File: config.mk
export PLATFORM = sky130hd
export DESIGN_NAME = fp_ci_issuer
export DESIGN_NICKNAME = d
export VERILOG_FILES = /design/src/rtl/fp_ci_issuer.sv
export SDC_FILE = /design/constraint.sdc
export NUM_CORES = 1
export LEC_CHECK = 0
export ABC_AREA = 1
export BUFFER_PORTS_ARGS = -buffer_cell sky130_fd_sc_hd__buf_2
export CAP_MARGIN = 15
export CELL_PAD_IN_SITES_DETAIL_PLACEMENT = 1
export CELL_PAD_IN_SITES_GLOBAL_PLACEMENT = 1
export CORE_ASPECT_RATIO = 1.75
export CORE_MARGIN = 1
export CORE_UTILIZATION = 46
export CTS_BUF_LIST = sky130_fd_sc_hd__clkbuf_8 sky130_fd_sc_hd__clkbuf_16
export DETAILED_ROUTE_END_ITERATION = 6
export PLACE_DENSITY = 0.86
export SLEW_MARGIN = 20
export SYNTH_ARGS = -nofsm -noshare
export SYNTH_HDL_FRONTEND = slang
export SYNTH_SLANG_ARGS = --single-unit
File: constraint.sdc
create_clock -name clk -period 4.8 [get_ports clk]
set_clock_uncertainty 0.05 [all_clocks]
set_input_delay 0.96 -clock clk [delete_from_list [all_inputs] [get_ports clk]]
set_output_delay 0.96 -clock clk [all_outputs]
set_load 0.005 [all_outputs]
File: src/rtl/fp_ci_issuer.sv
// rtl/fp_ci_issuer.sv - FIFO-buffered issuer of operand pairs to a multicycle FP custom-instruction unit
// Optional watchdog: define FP_CI_ISSUER_TIMEOUT_EN to compile in the WAIT-state timeout.
module fp_ci_issuer #(
  parameter int DEPTH          = 4,
  parameter int TIMEOUT_CYCLES = 1024
) (
  input  logic        clk,
  input  logic        reset,
  input  logic        in_valid,
  output logic        in_ready,
  input  logic [31:0] in_dataa,
  input  logic [31:0] in_datab,
  output logic [31:0] ci_dataa,
  output logic [31:0] ci_datab,
  output logic        ci_start,
  input  logic        ci_done,
  input  logic [31:0] ci_result,
  output logic        out_valid,
  input  logic        out_ready,
  output logic [31:0] out_result,
  output logic        busy,
  output logic        timeout
);

  localparam int AW = (DEPTH > 1) ? $clog2(DEPTH) : 1;
  localparam logic [AW:0] FULL_CNT = (AW+1)'(DEPTH);

  if (DEPTH < 2 || (DEPTH & (DEPTH - 1)) != 0 || TIMEOUT_CYCLES < 1) begin : g_bad_params
    $error("fp_ci_issuer: DEPTH must be a power of two >= 2 and TIMEOUT_CYCLES >= 1");
  end

  typedef enum logic [1:0] {IDLE, ISSUE, WAIT, HOLD} state_t;

  state_t        state, state_nxt;
  logic [31:0]   mem_a [DEPTH];
  logic [31:0]   mem_b [DEPTH];
  logic [AW-1:0] wr_ptr, rd_ptr;
  logic [AW:0]   count;
  logic          push, pop, fifo_empty;
  logic          load_ops, capture, release_out, timeout_fire;

  assign in_ready   = (count != FULL_CNT);
  assign fifo_empty = (count == '0);
  assign push       = in_valid && in_ready;
  assign busy       = (state != IDLE) || !fifo_empty;

  // FIFO storage; contents are don't-care while empty so no reset is needed
  always_ff @(posedge clk) begin
    if (push) begin
      mem_a[wr_ptr] <= in_dataa;
      mem_b[wr_ptr] <= in_datab;
    end
  end

  // FIFO pointers wrap naturally at the power-of-two depth; count tracks occupancy
  always_ff @(posedge clk or posedge reset) begin
    if (reset) begin
      wr_ptr <= '0;
      rd_ptr <= '0;
      count  <= '0;
    end else begin
      if (push) wr_ptr <= wr_ptr + 1'b1;
      if (pop)  rd_ptr <= rd_ptr + 1'b1;
      case ({push, pop})
        2'b10:   count <= count + 1'b1;
        2'b01:   count <= count - 1'b1;
        default: count <= count;
      endcase
    end
  end

  // FSM state register
  always_ff @(posedge clk or posedge reset) begin
    if (reset) state <= IDLE;
    else       state <= state_nxt;
  end

  // Next state and control strobes; operands are loaded on the edge entering ISSUE
  always_comb begin
    state_nxt   = state;
    ci_start    = 1'b0;
    pop         = 1'b0;
    load_ops    = 1'b0;
    capture     = 1'b0;
    release_out = 1'b0;
    case (state)
      IDLE: begin
        if (!fifo_empty) begin
          state_nxt = ISSUE;
          load_ops  = 1'b1;
        end
      end
      ISSUE: begin
        ci_start  = 1'b1;
        pop       = 1'b1;
        state_nxt = WAIT;
      end
      WAIT: begin
        if (ci_done) begin
          capture   = 1'b1;
          state_nxt = HOLD;
        end else if (timeout_fire) begin
          state_nxt = HOLD;
        end
      end
      HOLD: begin
        if (out_valid && out_ready) begin
          release_out = 1'b1;
          if (!fifo_empty) begin
            state_nxt = ISSUE;
            load_ops  = 1'b1;
          end else begin
            state_nxt = IDLE;
          end
        end
      end
      default: state_nxt = IDLE;
    endcase
  end

  // Operand and result registers; a real result takes priority over the watchdog
  always_ff @(posedge clk or posedge reset) begin
    if (reset) begin
      ci_dataa   <= '0;
      ci_datab   <= '0;
      out_result <= '0;
      out_valid  <= 1'b0;
    end else begin
      if (load_ops) begin
        ci_dataa <= mem_a[rd_ptr];
        ci_datab <= mem_b[rd_ptr];
      end
      if (capture) begin
        out_result <= ci_result;
        out_valid  <= 1'b1;
      end else if (timeout_fire) begin
        out_result <= 32'h7FC0_0000;
        out_valid  <= 1'b1;
      end else if (release_out) begin
        out_valid  <= 1'b0;
      end
    end
  end

`ifdef FP_CI_ISSUER_TIMEOUT_EN
  localparam int CW = (TIMEOUT_CYCLES > 1) ? $clog2(TIMEOUT_CYCLES) : 1;
  localparam logic [CW-1:0] LAST_WAIT = CW'(TIMEOUT_CYCLES - 1);

  logic [CW-1:0] wait_cnt;
  logic          timeout_q;

  assign timeout_fire = (state == WAIT) && !ci_done && (wait_cnt == LAST_WAIT);
  assign timeout      = timeout_q;

  // Count WAIT cycles (held at zero elsewhere); timeout flag is sticky until reset
  always_ff @(posedge clk or posedge reset) begin
    if (reset) begin
      wait_cnt  <= '0;
      timeout_q <= 1'b0;
    end else begin
      if (state != WAIT)               wait_cnt <= '0;
      else if (wait_cnt != LAST_WAIT)  wait_cnt <= wait_cnt + 1'b1;
      if (timeout_fire) timeout_q <= 1'b1;
    end
  end
`else
  assign timeout_fire = 1'b0;
  assign timeout      = 1'b0;
`endif

endmodule

==> flow_summary.yaml <==
yosys:
  synth_nets: 1210
  ys_seq_area_share_pct: 74.30
  synth_top_cells_by_area: "edfxtp_1 (55%), dfrtp_1 (19%), nand2_1 (11%), nand3_1 (4.7%), mux2_2 (2.7%)"
  ys_types: 23
  synth_seq_cells: 362
  synth_top_area_cell: "edfxtp_1"
  synth.top_cell.area_share_pct: 55.24
  syn_inst: 1098
  yosys_warnings: 0
  synth_edf_count: 256
  synth_area_um2: 13920
  async_flop_share_pct: 29.28
  syn_area_per_cell_um2: 12.67
  ys.flop_type: "edfxtp_1"
cts:
  cts_tree: "done"
  clk_latency_ns: 0.52
  clk_transition_reported_paths_ns: 0.06
  numCtsBuffers: 34
  cts-root-buf: "clkbuf_16"
  clock_path_buffers: 3
  htree_num_levels: 2
  post_cts_resized: 0
  ctsHoldBuffers: 0
  post_cts_buffers: 0
  clock_sinks: 362
die:
  io_pins: 202
  rows: 83
  core_area_um2: 29600
  chipHeight_um: 232.1
  initial_core_util_pct: 47.02
  die_w_um: 133.5
  die_area_um2: 30980
cells_and_area:
  final_common_cell: "nand2_1"
  mostFrequentLayoutCells: "nand2_1 (401), edfxtp_1 (256), buf_2 (200)"
  nets: 1401
  final_layout_size_suffix_gt1_share_pct: 24.11
  final_cells: 1702
  syn2layout_area_growth_pct: 17.43
worst_hold_path:
  hp-class: "in -> async"
detailed_routing:
  first_pass_iters: 4
  antenna_left: 0
  routed_via_density: 5.263
  dr.first_iter.drc_count: 442
  num_vias: 8957
  avgRoutedWirePerCell_um: 19.46
  drt-total-wl_um: 33120
  drcViolationCount: 0
sta:
  slew_headroom_pct: 31.51
  finalSetupTns_ns: 0
  final_hold_viol_count: 0
  post-route-period-util_pct: 57.07
  drv_slew: 0
  worstMarginPinSlew_ns: 1.027
  period_needed_ns: 2.740
  setup_viol: 0
  rsz0062_at_grt: "no"
  timing.fmax_mhz: 365.0
global_route:
  antenna_found_initial: 6
  grt_pass1_vias: 9810
  gr-total-overflow: 0
  globalRouteTotalUtil_pct: 22.07
  grt_max_degree: 97
  grt_pass1_wl_um: 52070
worst_setup_path:
  crit_type: "reg -> reg"
  reg2reg_to: "ci_dataa[12]"
  ff2ff_setup_slack_ns: 2.06
  rr_worst_depth: 6
  critical_path_arrival_ns: 3.09
  rr_startpoint: "rd_ptr[0]"
  startpoint: "rd_ptr[0]"
  crit_path_start_kind: "register"
  crit_end: "ci_dataa[12]"
  endpoint_kind: "register"
  cp_max_fo: 93
  required_ns: 5.15
placement:
  post-place-cells: 1635
  portBuffers: 200
  dp_hpwl_um: 20180
  globalplace.congestion: 0.7307
status:
  status: "finished clean"
pwr:
  p_leak_uw: 0.006855
  powerDensity_nw_per_um2: 670.7
  irDropWorstVdd_mv: 0.4076
job:
  cap_violations: 0
==> worst min-delay path by stage <==
stage	start	endpoint	slack [ns]	cells past startpoint
final	reset	out_result[27]	0.42	2
after global routing	reset	out_result[27]	0.45	2
after CTS	reset	out_result[27]	0.43	2
after detailed placement	ci_dataa[28]	ci_dataa[28]	0.43	2
after global placement	ci_dataa[26]	ci_dataa[26]	0.42	2
after floorplan	ci_dataa[0]	ci_dataa[0]	0.43	2
==> logic make-up (layout without fill, tap and decap cells) <==
logic type,Yosys count,count (layout),share of synthesized area [%]
AOI/OAI and AO/OA,69,69,2.499
xor gates and xnor gates,5,5,0.3146
adders and majority gates,11,11,1.043
buffers and inverters,77,294,3.380
DFF,362,362,74.30
muxes,33,33,2.670
other,1,6,0.02695
and+or+nand+nor,540,540,15.77
==> Yosys cell counts, types with 4 or more instances <==
cell / number
nor2_1: 6
ha_1: 10
buf_6: 14
mux2_2: 33
nand3_1: 132
inv_1: 15
dfrtp_1: 106
buf_4: 11
nand2_1: 401
buf_2: 28
o21ai_1: 64
edfxtp_1: 256
clkbuf_1: 7
xor2_1: 4
==> worst max-delay path, stage by stage, from the launching register on <==
cell and delay [ns]:
dfrtp_4 0.65, inv_4 0.75, buf_4 0.51, nand2_1 0.13
nand3_1 0.10, nand2_1 0.11, o21ai_1 0.22
==> metal layers <==
layer / global-route usage, % / share of wire (%) / up-vias
met5: 0 / 0.072 / -
met4: 10.01 / 3.4 / 4
met3: 3.951 / 4.6 / 67
met2: 41.89 / 56 / 243
met1: 23.36 / 36 / 4497
li1: - / - / 4146
==> stage by stage <==
stage | hold WS (ns) | instance area, µm² | util (%) | power, µW | setup slack (ns)
5_1_grt | 0.4513 | 16340 | 55.21 | 11650 | 1.955
3_5_place_dp | 0.4297 | 15160 | 51.22 | 8305 | 1.899
6_report | 0.4231 | 16340 | 55.22 | 10960 | 2.060
2_1_floorplan | 0.4321 | 13920 | - | 7093 | 0.4466
3_3_place_gp | 0.4154 | 15160 | 51.22 | 8035 | 2.013
4_1_cts | 0.4324 | 16330 | 55.18 | 11110 | 2.124
==> final cells by class <==
cell class | count | area [µm²]
inverter | 16 | 65.06
sequential | 362 | 10340
fill | 3044 | 13250
timing repair buffer | 216 | 1121
clock inverter | 18 | 150.1
antenna | 5 | 12.51
clock buffer | 44 | 1022
multi-input combinational | 659 | 3149
tap | 382 | 478.0
==> sequential cells by signal, indices dropped and copies added, names as in the netlist <==
register	cells
rd_ptr	2
ci_dataa	32
mem_a	128
wr_ptr	2
ci_datab	32
out_valid	1
out_result	32
state	2
mem_b	128
count	3
==> power by group <==
part | internal, µW | switching (µW) | leakage, µW
Combinational | 1190 | 2260 | 0.00264
Clock | 1620 | 1140 | 0.000594
Sequential | 4310 | 436 | 0.00362
Total | 7120 | 3840 | 0.00685
Note: power is estimated with default switching activity, not from simulation.
